[config.mk]
export PLATFORM = sky130hd
export DESIGN_NAME = wb_gpio_irq_flat
export DESIGN_NICKNAME = d
export VERILOG_FILES = /design/src/rtl/wb_gpio_pkg.sv /design/src/rtl/wb_gpio_irq_if.sv /design/src/rtl/wb_gpio_irq_debounce.sv /design/src/rtl/wb_gpio_irq.sv /design/src/flat_wrapper.sv
export SDC_FILE = /design/constraint.sdc
export NUM_CORES = 1
export LEC_CHECK = 0
export CAP_MARGIN = 20
export CELL_PAD_IN_SITES_DETAIL_PLACEMENT = 0
export CELL_PAD_IN_SITES_GLOBAL_PLACEMENT = 1
export CORE_MARGIN = 4
export CORE_UTILIZATION = 31
export CTS_CLUSTER_SIZE = 40
export DETAILED_ROUTE_END_ITERATION = 16
export GPL_TIMING_DRIVEN = 0
export PLACE_DENSITY_LB_ADDON = 0.1
export SLEW_MARGIN = 20
export SYNTH_ARGS = -nofsm -noshare
export SYNTH_HDL_FRONTEND = slang
export SYNTH_SLANG_ARGS = --single-unit
[constraint.sdc]
create_clock -name clk -period 1.63 [get_ports clk]
set_clock_uncertainty 0.2 [all_clocks]
set_input_delay 0.489 -clock clk [delete_from_list [all_inputs] [get_ports clk]]
set_output_delay 0.489 -clock clk [all_outputs]
set_load 0.01 [all_outputs]
[src/rtl/wb_gpio_pkg.sv]
// Register map constants and address decode helpers for the Wishbone GPIO block.
// Latency: none, constants and pure functions only.
// Backpressure: not applicable.
package wb_gpio_pkg;

  localparam logic [4:0] LED_OFF  = 5'h00;
  localparam logic [4:0] SET_OFF  = 5'h04;
  localparam logic [4:0] CLR_OFF  = 5'h08;
  localparam logic [4:0] TGL_OFF  = 5'h0C;
  localparam logic [4:0] BTN_OFF  = 5'h10;
  localparam logic [4:0] STAT_OFF = 5'h14;
  localparam logic [4:0] MASK_OFF = 5'h18;
  localparam logic [4:0] EDGE_OFF = 5'h1C;

  localparam int unsigned REG_WINDOW = 32;

  // Unsigned distance from the base makes addresses below the base wrap to a
  // huge value, so a single compare covers both ends of the window.
  function automatic logic in_window(input logic [31:0] addr, input logic [31:0] base);
    logic [31:0] rel;
    rel = addr - base;
    return (rel < REG_WINDOW) && (addr[1:0] == 2'b00);
  endfunction

endpackage

[src/rtl/wb_gpio_irq_if.sv]
// Wishbone classic-pipelined slave port bundle for the GPIO block.
// Latency: none, wiring only.
// Backpressure: stall is carried but the slave always drives it low.
interface wb_gpio_irq_if;
  logic        i_wb_cyc;
  logic        i_wb_stb;
  logic        i_wb_we;
  logic [3:0]  i_wb_sel;
  logic [31:0] i_wb_addr;
  logic [31:0] i_wb_data;
  logic        o_wb_ack;
  logic        o_wb_stall;
  logic [31:0] o_wb_data;

  modport master (
    output i_wb_cyc, i_wb_stb, i_wb_we, i_wb_sel, i_wb_addr, i_wb_data,
    input  o_wb_ack, o_wb_stall, o_wb_data
  );

  modport slave (
    input  i_wb_cyc, i_wb_stb, i_wb_we, i_wb_sel, i_wb_addr, i_wb_data,
    output o_wb_ack, o_wb_stall, o_wb_data
  );
endinterface

[src/rtl/wb_gpio_irq_debounce.sv]
// One button bit: 2-FF synchroniser followed by a stable-count debouncer.
// Latency: DEBOUNCE_CYCLES+2 edges from raw change to deb (3 when bypassed).
// Backpressure: none, free-running per clock.
module gpio_debounce #(
  parameter int DEBOUNCE_CYCLES = 16
) (
  input  logic clk,
  input  logic reset_n,
  input  logic raw,
  output logic deb
);

  localparam int CW = (DEBOUNCE_CYCLES > 1) ? $clog2(DEBOUNCE_CYCLES) : 1;

  logic [1:0] sync_q;
  logic       sync;

  assign sync = sync_q[1];

  // Bring the asynchronous input into the clk domain.
  always_ff @(posedge clk or negedge reset_n) begin
    if (!reset_n) sync_q <= 2'b00;
    else          sync_q <= {sync_q[0], raw};
  end

  generate
    if (DEBOUNCE_CYCLES == 0) begin : g_bypass
      // No filtering: follow the synchronised value directly.
      always_ff @(posedge clk or negedge reset_n) begin
        if (!reset_n) deb <= 1'b0;
        else          deb <= sync;
      end
    end else begin : g_count
      logic [CW-1:0] cnt;

      // Count consecutive cycles of disagreement; any agreement restarts it.
      always_ff @(posedge clk or negedge reset_n) begin
        if (!reset_n) begin
          cnt <= '0;
          deb <= 1'b0;
        end else if (sync == deb) begin
          cnt <= '0;
        end else if (cnt == CW'(DEBOUNCE_CYCLES - 1)) begin
          cnt <= '0;
          deb <= sync;
        end else begin
          cnt <= cnt + 1'b1;
        end
      end
    end
  endgenerate

endmodule

[src/rtl/wb_gpio_irq.sv]
// Wishbone GPIO: LED register with set/clr/toggle aliases, debounced buttons, edge IRQs.
// Latency: ack and read data one cycle after each request; writes land on the request edge.
// Backpressure: never stalls; out-of-window or misaligned requests are simply not acked.
module wb_gpio_irq
  import wb_gpio_pkg::*;
#(
  parameter logic [31:0] BASE_ADDRESS    = 32'h3000_0000,
  parameter int          N_LEDS          = 8,
  parameter int          N_BUTTONS       = 3,
  parameter int          DEBOUNCE_CYCLES = 16
) (
  input  logic                 clk,
  input  logic                 reset_n,
  wb_gpio_irq_if.slave         wb,
  input  logic [N_BUTTONS-1:0] buttons,
  output logic [N_LEDS-1:0]    leds,
  output logic                 irq
);

  // Edge-enable halves of EDGE_CFG are 16 bits wide, so N_BUTTONS must not exceed 16.

  logic                 req;
  logic                 wr;
  logic [4:0]           off;
  logic [31:0]          wdat;
  logic [3:0]           sel;
  logic [31:0]          rd_mux;

  logic [N_LEDS-1:0]    led_q;
  logic [N_BUTTONS-1:0] deb;
  logic [N_BUTTONS-1:0] deb_q;
  logic [N_BUTTONS-1:0] stat_q;
  logic [N_BUTTONS-1:0] mask_q;
  logic [N_BUTTONS-1:0] rise_en_q;
  logic [N_BUTTONS-1:0] fall_en_q;
  logic [N_BUTTONS-1:0] ev;
  logic [N_BUTTONS-1:0] stat_clr;
  logic                 ack_q;
  logic [31:0]          rdata_q;
  logic                 irq_q;
  logic                 unused_wb;

  assign req  = wb.i_wb_cyc & wb.i_wb_stb & in_window(wb.i_wb_addr, BASE_ADDRESS);
  assign wr   = req & wb.i_wb_we;
  assign off  = wb.i_wb_addr[4:0] - BASE_ADDRESS[4:0];
  assign wdat = wb.i_wb_data;
  assign sel  = wb.i_wb_sel;

  // Upper data bits and some select bits have no home for small parameter values.
  assign unused_wb = &{1'b0, wdat, sel};

  assign wb.o_wb_ack   = ack_q;
  assign wb.o_wb_data  = rdata_q;
  assign wb.o_wb_stall = 1'b0;
  assign leds          = led_q;
  assign irq           = irq_q;

  genvar gi;
  generate
    for (gi = 0; gi < N_BUTTONS; gi++) begin : g_btn
      gpio_debounce #(.DEBOUNCE_CYCLES(DEBOUNCE_CYCLES)) u_deb (
        .clk     (clk),
        .reset_n (reset_n),
        .raw     (buttons[gi]),
        .deb     (deb[gi])
      );
    end
  endgenerate

  assign ev       = (deb & ~deb_q & rise_en_q) | (~deb & deb_q & fall_en_q);
  assign stat_clr = (wr && off == STAT_OFF) ? wdat[N_BUTTONS-1:0] : '0;

  // Read mux; write-only aliases and unused bits read as zero.
  always_comb begin
    rd_mux = 32'h0;
    case (off)
      LED_OFF:  rd_mux = 32'(led_q);
      BTN_OFF:  rd_mux = 32'(deb);
      STAT_OFF: rd_mux = 32'(stat_q);
      MASK_OFF: rd_mux = 32'(mask_q);
      EDGE_OFF: rd_mux = {16'(fall_en_q), 16'(rise_en_q)};
      default:  rd_mux = 32'h0;
    endcase
  end

  // Bus response: one ack per accepted strobe, data captured alongside it.
  always_ff @(posedge clk or negedge reset_n) begin
    if (!reset_n) begin
      ack_q   <= 1'b0;
      rdata_q <= 32'h0;
    end else begin
      ack_q <= req;
      if (req) rdata_q <= rd_mux;
    end
  end

  // LED register: byte-selected direct write, full-word set/clear/toggle aliases.
  always_ff @(posedge clk or negedge reset_n) begin
    if (!reset_n) begin
      led_q <= '0;
    end else if (wr) begin
      case (off)
        LED_OFF: begin
          for (int i = 0; i < N_LEDS; i++)
            if (sel[i/8]) led_q[i] <= wdat[i];
        end
        SET_OFF: led_q <= led_q | wdat[N_LEDS-1:0];
        CLR_OFF: led_q <= led_q & ~wdat[N_LEDS-1:0];
        TGL_OFF: led_q <= led_q ^ wdat[N_LEDS-1:0];
        default: ;
      endcase
    end
  end

  // Interrupt mask and edge enables, byte-selected writes.
  always_ff @(posedge clk or negedge reset_n) begin
    if (!reset_n) begin
      mask_q    <= '0;
      rise_en_q <= '0;
      fall_en_q <= '0;
    end else if (wr) begin
      if (off == MASK_OFF) begin
        for (int i = 0; i < N_BUTTONS; i++)
          if (sel[i/8]) mask_q[i] <= wdat[i];
      end
      if (off == EDGE_OFF) begin
        for (int i = 0; i < N_BUTTONS; i++) begin
          if (sel[i/8])        rise_en_q[i] <= wdat[i];
          if (sel[(16+i)/8])   fall_en_q[i] <= wdat[16+i];
        end
      end
    end
  end

  // Edge history and sticky status; a new event beats a same-cycle W1C.
  always_ff @(posedge clk or negedge reset_n) begin
    if (!reset_n) begin
      deb_q  <= '0;
      stat_q <= '0;
    end else begin
      deb_q  <= deb;
      stat_q <= (stat_q & ~stat_clr) | ev;
    end
  end

  // Registered level interrupt from enabled status bits.
  always_ff @(posedge clk or negedge reset_n) begin
    if (!reset_n) irq_q <= 1'b0;
    else          irq_q <= |(stat_q & mask_q);
  end

endmodule

[src/flat_wrapper.sv]
// flat-port wrapper written by rule: the top's interface ports become plain ports
module wb_gpio_irq_flat import wb_gpio_pkg::*;
#(
  parameter logic [31:0] BASE_ADDRESS    = 32'h3000_0000,
  parameter int          N_LEDS          = 8,
  parameter int          N_BUTTONS       = 3,
  parameter int          DEBOUNCE_CYCLES = 16
)
  (clk, reset_n, buttons, leds, irq, wb_i_wb_cyc, wb_i_wb_stb, wb_i_wb_we, wb_i_wb_sel, wb_i_wb_addr, wb_i_wb_data, wb_o_wb_ack, wb_o_wb_stall, wb_o_wb_data);
  wb_gpio_irq_if wb_i ();
  input  logic clk;
  input  logic reset_n;
  input  logic [N_BUTTONS-1:0] buttons;
  output logic [N_LEDS-1:0] leds;
  output logic irq;
  input wire logic [$bits(wb_i.i_wb_cyc)-1:0] wb_i_wb_cyc;
  input wire logic [$bits(wb_i.i_wb_stb)-1:0] wb_i_wb_stb;
  input wire logic [$bits(wb_i.i_wb_we)-1:0] wb_i_wb_we;
  input wire logic [$bits(wb_i.i_wb_sel)-1:0] wb_i_wb_sel;
  input wire logic [$bits(wb_i.i_wb_addr)-1:0] wb_i_wb_addr;
  input wire logic [$bits(wb_i.i_wb_data)-1:0] wb_i_wb_data;
  output wire logic [$bits(wb_i.o_wb_ack)-1:0] wb_o_wb_ack;
  output wire logic [$bits(wb_i.o_wb_stall)-1:0] wb_o_wb_stall;
  output wire logic [$bits(wb_i.o_wb_data)-1:0] wb_o_wb_data;
  assign wb_i.i_wb_cyc = wb_i_wb_cyc;
  assign wb_i.i_wb_stb = wb_i_wb_stb;
  assign wb_i.i_wb_we = wb_i_wb_we;
  assign wb_i.i_wb_sel = wb_i_wb_sel;
  assign wb_i.i_wb_addr = wb_i_wb_addr;
  assign wb_i.i_wb_data = wb_i_wb_data;
  assign wb_o_wb_ack = wb_i.o_wb_ack;
  assign wb_o_wb_stall = wb_i.o_wb_stall;
  assign wb_o_wb_data = wb_i.o_wb_data;
  wb_gpio_irq #(.BASE_ADDRESS(BASE_ADDRESS), .N_LEDS(N_LEDS), .N_BUTTONS(N_BUTTONS), .DEBOUNCE_CYCLES(DEBOUNCE_CYCLES)) u_core (.clk(clk), .reset_n(reset_n), .wb(wb_i), .buttons(buttons), .leds(leds), .irq(irq));
endmodule
==> run_results.csv, run 1 <==
group,metric,value,unit
run_status,status,"finished with violations",
run_status,violations,"negative setup slack",
detailed_routing,vias_per_cell,4.70,
detailed_routing,drt_iter0_markers,106,
pwr,ir_drop,0.430,mV
detailed_routing,ant_nets,0,
synthesis,synth_area_leaders,"dfrtp_1, ha_1, buf_4",
clocking,clkLatencyLatePin,340,ps
sta,rsz0062_at_grt,"yes",
grt,grt_max_degree,48,
synthesis,synth_flop_cell,"dfrtp_1",
grt,grt_pass1_vias,2945,
setup_path,critical_path_required,1630,ps
layout,drive_above_1_share,42.0,%
setup_path,ff2ff_path_depth,7,
synthesis,syn_inst,321,
sta,setup_violations,31,
place,io_buffers,72,
die,dieArea,0.0125,sq mm
setup_path,reg2reg_from,"u_core.leds[1]",
grt,grt_pass1_wl,15.2,mm
synthesis,ys_async_sr_fraction,100,%
worst_hold_path,min_to,"u_core.g_btn[2].u_deb.sync_q[1]",
clocking,root_buffer,"clkbuf_8",
setup_path,worstReg2RegEnd,"u_core.leds[1]",
setup_path,cp-start-kind,"primary input",
detailed_routing,drt_first_pass_iters,4,
clocking,clk_pin_slew,70,ps
layout,final-instance-count-excl-fill,593,
place,dpl.hpwl,6.38,mm
synthesis,synth_common_cells,"dfrtp_1, inv_1, buf_4, o21ai_0, ha_1",
synthesis,synth_edf_count,0,
clocking,numCtsBuffers,9,
layout,fillers,1003,
setup_path,cp.arrival,1910,ps
setup_path,critPathLaunch,"wb_i_wb_addr[4]",
synthesis,synth_area_leader_cell,"dfrtp_1",
die,die_w,112,um
grt,overflow,0,
layout,final_util,48.9,%
sta,max_freq,524,MHz
die,initial_core_util,32.1,%
synthesis,synth_cell_types,47,
clocking,cts_tree,"yes",
place,placed_cells_incl_taps,551,
synthesis,syn_area,0.00333,sq mm
detailed_routing,wirelength,9.14,mm
clocking,cts_sinks,57,
clocking,h-tree-depth,3,
sta,post-route-period-util,117,%
synthesis,syn_avg_cell_area,10.4,sq um
layout,diodes,0,
die,die_h,112,um
worst_hold_path,holdPathStages,0,
setup_path,r2r_slack,-110,ps
worst_hold_path,hold_start,"u_core.g_btn[2].u_deb.sync_q[0]",
grt,grt_usage,15.1,%
detailed_routing,vias,2787,
layout,syn_to_final_growth,52.2,%
synthesis,yosys_warnings,0,
layout,fin_nets,548,
worst_hold_path,worstHoldPathType,"register to register",
synthesis,yosysTopAreaCellShare,42.9,%
synthesis,synth-seq-cells,57,
detailed_routing,wire_per_inst,15.4,um
setup_path,path_max_fanout,5,
sta,hold_viol_final,0,
clocking,clockBufferDepth,2,
setup_path,end_kind,"register",
die,io_pins,119,
die,core_area,0.0104,sq mm
die,rows,37,
pwr,powerDensity,604,mW/mm^2
grt,antenna_found_initial,0,
place,place_congestion,0.772,
synthesis,synth.yosys.seq_area_share,42.9,%
setup_path,path_class,"primary input to register",
synthesis,yosysMostFrequentCell,"dfrtp_1",
pwr,power,3.06,mW
sta,fin_ws,-280,ps
pwr,leakagePower,2.43,nW
sta,report.final.slew_viol_count,0,
sta,period_minus_slack,1910,ps
run,cap_viol_max_count,0,
sta,tns,-5310,ps
detailed_routing,drc,0,
-- critical path, cell delays in order --
cell and delay, ps:
buf_8 100, or3_4 370, or3_4 450, buf_16 170, o31ai_4 200, o41ai_4 110
-- layer usage --
layer / routed length, um / global-route usage, % / vias to the layer above
met4: 182 / 6.00 / 0
met2: 4780 / 26.1 / 69
met3: 433 / 3.86 / 16
met5: 0 / 0 / -
met1: 3740 / 18.0 / 1345
li1: - / - / 1357
-- cell families (layout without fill, tap and decap cells) --
group / count (synthesis) / after routing / synth area share, %
AO/OA/AOI/OAI: 69 / 69 / 15.0
XOR/XNOR: 6 / 6 / 1.58
adder cells (fa/ha/maj): 19 / 19 / 7.14
buffers and inverters: 59 / 174 / 9.74
flip-flops: 57 / 57 / 42.9
multiplexers: 18 / 18 / 6.28
other: 1 / 22 / 0.113
AND/OR/NAND/NOR: 92 / 92 / 17.3
-- how the worst max path moves through the flow --
stage	end	slack, ps	depth (start not counted)
final	u_core.leds[1]	-280	6
after detailed placement	u_core.wb.o_wb_data[1]	-1270	7
after CTS	u_core.leds[3]	-260	6
after floorplan	u_core.leds[4]	-440	5
after global routing	u_core.leds[1]	-290	6
after global placement	u_core.g_btn[0].u_deb.g_count.cnt[2]	-2010	1
-- placed cells by master, fill, tap and decap left out, types with 12 or more instances in the layout --
cell type  count
ha_1          19
clkbuf_8      12
conb_1        22
nor2b_1       15
dfrtp_1       52
inv_1         23
buf_4         43
buf_6         23
buf_2         31
o21ai_1       14
nand2_1       15
-- repair_timing --
action                                  CTS  global route
endpoints found under the setup margin   53            34
hold endpoints to repair                 10             0
cloned                                    3             0
hold buffers                              1             0
buffers inserted                         23             2
gates resized for setup                 293            33
pin swaps                                27            22
-- layout make-up --
class / count / area [sq um] / area share (%)
Clock inverter: 3 / 17.5 / 0.346
Sequential cell: 57 / 1430 / 28.3
Multi-Input combinational cell: 226 / 2000 / 39.5
Tap cell: 136 / 170 / 3.36
Buffer: 34 / 299 / 5.90
Clock buffer: 12 / 145 / 2.86
Timing Repair Buffer: 101 / 907 / 17.9
Inverter: 24 / 95.1 / 1.88
-- sequential cells by signal (all words and copies together), names as in the netlist --
signal and count:
u_core.stat_q 3, u_core.mask_q 3, u_core.fall_en_q 3, u_core.irq 1, u_core.g_btn.u_deb.deb 3, u_core.g_btn.u_deb.sync_q 6, u_core.rise_en_q 3, u_core.leds 8
u_core.g_btn.u_deb.g_count.cnt 12, u_core.wb.o_wb_data 11, u_core.deb_q 3, u_core.wb.o_wb_ack 1
-- power breakdown --
| part | switching (mW) | total, mW | internal [mW] |
|---|---|---|---|
| combinational | 0.216 | 0.450 | 0.234 |
| clock | 0.571 | 1.15 | 0.580 |
| sequential | 0.0213 | 1.46 | 1.44 |
-- through the flow --
step	hold slack, ps	instance area [sq um]	worst slack [ps]
after detailed placement	148	4400	-1270
after floorplan	-6.59	3480	-436
after CTS	157	4950	-262
final	153	5070	-280
after global placement	133	4370	-2010
after global routing	171	5070	-289
Note: power is estimated with default switching activity, not from simulation.
==> run 2: changes to the inputs <==
--- a/config.mk
+++ b/config.mk
@@ -9,7 +9,7 @@
 export CELL_PAD_IN_SITES_DETAIL_PLACEMENT = 0
 export CELL_PAD_IN_SITES_GLOBAL_PLACEMENT = 1
 export CORE_MARGIN = 4
-export CORE_UTILIZATION = 31
+export CORE_UTILIZATION = 34
 export CTS_CLUSTER_SIZE = 40
 export DETAILED_ROUTE_END_ITERATION = 16
 export GPL_TIMING_DRIVEN = 0
==> constraint.sdc (replaced) <==
create_clock -name clk -period 1.97 [get_ports clk]
set_clock_uncertainty 0.2 [all_clocks]
set_input_delay 0.591 -clock clk [delete_from_list [all_inputs] [get_ports clk]]
set_output_delay 0.591 -clock clk [all_outputs]
set_load 0.01 [all_outputs]
==> run 2 against run 1 <==
Effect of this change: the run still ends with negative setup slack left; critical path type unchanged; critical path depth unchanged; clock power down 5%; register-to-register slack better by 380 ps; flip-flop and latch count unchanged; sequential share of layout area up 0.54 points; first-iteration DRC count up 6.6%; via count down 1.5%; total power down 14%; sequential power down 17%.
==> run_results.csv, run 2 (synthesis results as in run 1) <==
group,metric,value,unit
run_status,status,"finished with violations",
run_status,violations,"negative setup slack",
setup_path,path_max_fanout,5,
setup_path,crit_chain,"buf_8 > or3_4 > or3_4 > buf_12 > o31ai_4 > o41ai_4",
pwr,switching_share,26.0,%
grt,grtUsageMet3,3.49,%
sta,tns,-21.7,ps
grt,busiest_layer,"met2",
clocking,root_buffer,"clkbuf_8",
setup_path,cpPeakStageDelay,440,ps
die,die_h,107,um
place,placed_area,0.00438,sq mm
layout,drive_above_1_share,35.2,%
sta,hold_viol_final,0,
layout,syn_to_final_growth,49.2,%
sta,setup_violations,1,
grt,grt_use_met1,19.8,%
setup_path,cp.arrival,2000,ps
layout,top_register,"u_core.g_btn.u_deb.g_count.cnt",
detailed_routing,wire_per_inst,15.0,um
detailed_routing,drt_first_pass_iters,4,
sta,holdWs,151,ps
sta,max_freq,502,MHz
worst_hold_path,worstHoldPathType,"register to register",
sta,fin_ws,-21.7,ps
die,die_w,107,um
grt,grt_max_degree,31,
setup_path,end_kind,"register",
setup_path,slowest_stage,"or3_4",
run,cap_viol_max_count,0,
pwr,ir_drop,0.462,mV
layout,final-instance-count-excl-fill,583,
sta,post-route-period-util,101,%
sta,report.final.slew_viol_count,0,
clocking,cts_sinks,57,
pwr,powerDensity,533,mW/mm^2
grt,met2_usage,27.6,%
pwr,p_comb_share,13.3,%
die,core_area,0.00937,sq mm
clocking,clk_pin_slew,70,ps
layout,largest_register_ff_count,12,
pwr,leakagePower,2.39,nW
setup_path,path_class,"primary input to register",
setup_path,crit_buf_inv,2,
pwr,pwr-share-seq,45.6,%
pwr,pwr-share-clk,41.1,%
pwr,p_sw,0.689,mW
layout,final_common_cell,"dfrtp_1",
place,place_congestion,0.799,
detailed_routing,drt_iter0_markers,113,
place,io_buffers,72,
die,dieArea,0.0114,sq mm
layout,final_util,53.0,%
layout,diodes,0,
sta,rsz0062_at_grt,"yes",
detailed_routing,vias,2746,
detailed_routing,drc,0,
sta,period_minus_slack,1990,ps
grt,grt_usage,16.0,%
layout,stdcell_area,0.00497,sq mm
clocking,h-tree-depth,3,
grt,overflow,0,
setup_path,cp_top_family,"simple AND/OR/NAND/NOR gates",
setup_path,cp-start-kind,"primary input",
grt,grt_pass1_vias,2804,
setup_path,critical_path_required,1980,ps
die,io_pins,119,
clocking,cts_tree,"yes",
die,initial_core_util,35.5,%
place,dpl.hpwl,6.20,mm
setup_path,cpMostUsedCell,"or3_4",
die,rows,35,
detailed_routing,wirelength,8.76,mm
place,placed_cells_incl_taps,544,
layout,fin_nets,544,
detailed_routing,ant_nets,0,
grt,grt_pass1_wl,14.3,mm
detailed_routing,vias_per_cell,4.71,
pwr,internal_power,1.96,mW
clocking,numCtsBuffers,9,
layout,final_cell_mix,"dfrtp_1, buf_4, dlygate4sd2_1",
grt,antenna_found_initial,0,
clocking,clockBufferDepth,2,
clocking,clkLatencyLatePin,340,ps
==> run 2: cell types whose count changed in the layout (fill, tap and decap cells not counted), moves of 3 or more <==
cell,previous run,this run
o21ai_1,14,7
buf_6,23,14
o31ai_1,0,3
clkbuf_8,12,9
clkbuf_2,2,7
o41ai_4,4,1
o21ai_0,8,18
o41ai_2,2,5
o31ai_4,6,3
o21ai_2,10,7
dlymetal6s2s_1,4,1
dlygate4sd2_1,3,27
buf_2,31,12
==> run 2: power groups by stage <==
stage / clock (mW) / sequential, mW / combinational [mW]
finish: 1.09 / 1.21 / 0.352
global route: 1.19 / 1.21 / 0.391
CTS: 1.14 / 1.21 / 0.332
detailed placement: 0 / 1.23 / 0.337
global placement: 0 / 1.23 / 0.329
floorplan: 0 / 1.23 / 0.165
==> run 2: per-stage QoR <==
| stage | setup WS, ps | total power, mW |
|---|---|---|
| after floorplan | -198 | 1.39 |
| after global placement | -1780 | 1.56 |
| after detailed placement | -1030 | 1.57 |
| after CTS | 1.59 | 2.68 |
| after global routing | -95.8 | 2.79 |
| final | -21.7 | 2.65 |
==> run 2: worst paths after layout <==
| check | from | slack [ps] | cells past startpoint | endpoint |
|---|---|---|---|---|
| worst max register to register | u_core.leds[2] | 270 | 7 | u_core.leds[2] |
| worst max-delay path | wb_i_wb_addr[0] | -20 | 6 | u_core.leds[7] |
| worst min-delay path | u_core.g_btn[0].u_deb.sync_q[0] | 150 | 0 | u_core.g_btn[0].u_deb.sync_q[1] |
| max in group asynchronous | reset_n | 570 | 3 | u_core.stat_q[0] |
| worst min register to register | u_core.g_btn[0].u_deb.sync_q[0] | 150 | 0 | u_core.g_btn[0].u_deb.sync_q[1] |
| min in group asynchronous | reset_n | 510 | 2 | u_core.g_btn[1].u_deb.g_count.cnt[1] |
==> run 2: cell type report <==
class | count | area [sq um]
Multi-Input combinational cell | 226 | 1910
Clock inverter | 6 | 67.6
Timing Repair Buffer | 96 | 885
Sequential cell | 57 | 1430
Tap cell | 129 | 161
Clock buffer | 10 | 128
Inverter | 24 | 95.1
Fill cell | 916 | 4400
Buffer | 35 | 290
==> run 2: metal layers <==
metal	wire (um)	up-vias
met5	0	-
met4	105	0
met3	372	8
met2	4600	56
met1	3680	1331
li1	-	1351
==> run 2: timing repair <==
action	4_1_cts	5_1_grt
pin swaps	21	18
gates resized for setup	164	55
hold buffers	1	0
endpoints found under the setup margin	53	28
endpoints found under the hold margin	27	0
buffers inserted	18	1
gates cloned	3	0
==> run 3: changes to the inputs <==
--- a/config.mk
+++ b/config.mk
@@ -5,6 +5,7 @@
 export SDC_FILE = /design/constraint.sdc
 export NUM_CORES = 1
 export LEC_CHECK = 0
+export ABC_CLOCK_PERIOD_IN_PS = 1970
 export CAP_MARGIN = 20
 export CELL_PAD_IN_SITES_DETAIL_PLACEMENT = 0
 export CELL_PAD_IN_SITES_GLOBAL_PLACEMENT = 1
@@ -12,6 +13,7 @@
 export CORE_UTILIZATION = 34
 export CTS_CLUSTER_SIZE = 40
 export DETAILED_ROUTE_END_ITERATION = 16
+export GPL_ROUTABILITY_DRIVEN = 1
 export GPL_TIMING_DRIVEN = 0
 export PLACE_DENSITY_LB_ADDON = 0.1
 export SLEW_MARGIN = 20
==> results of run 3 <==
Same layout as run 2: the final DEF is identical, and so are final timing and power.
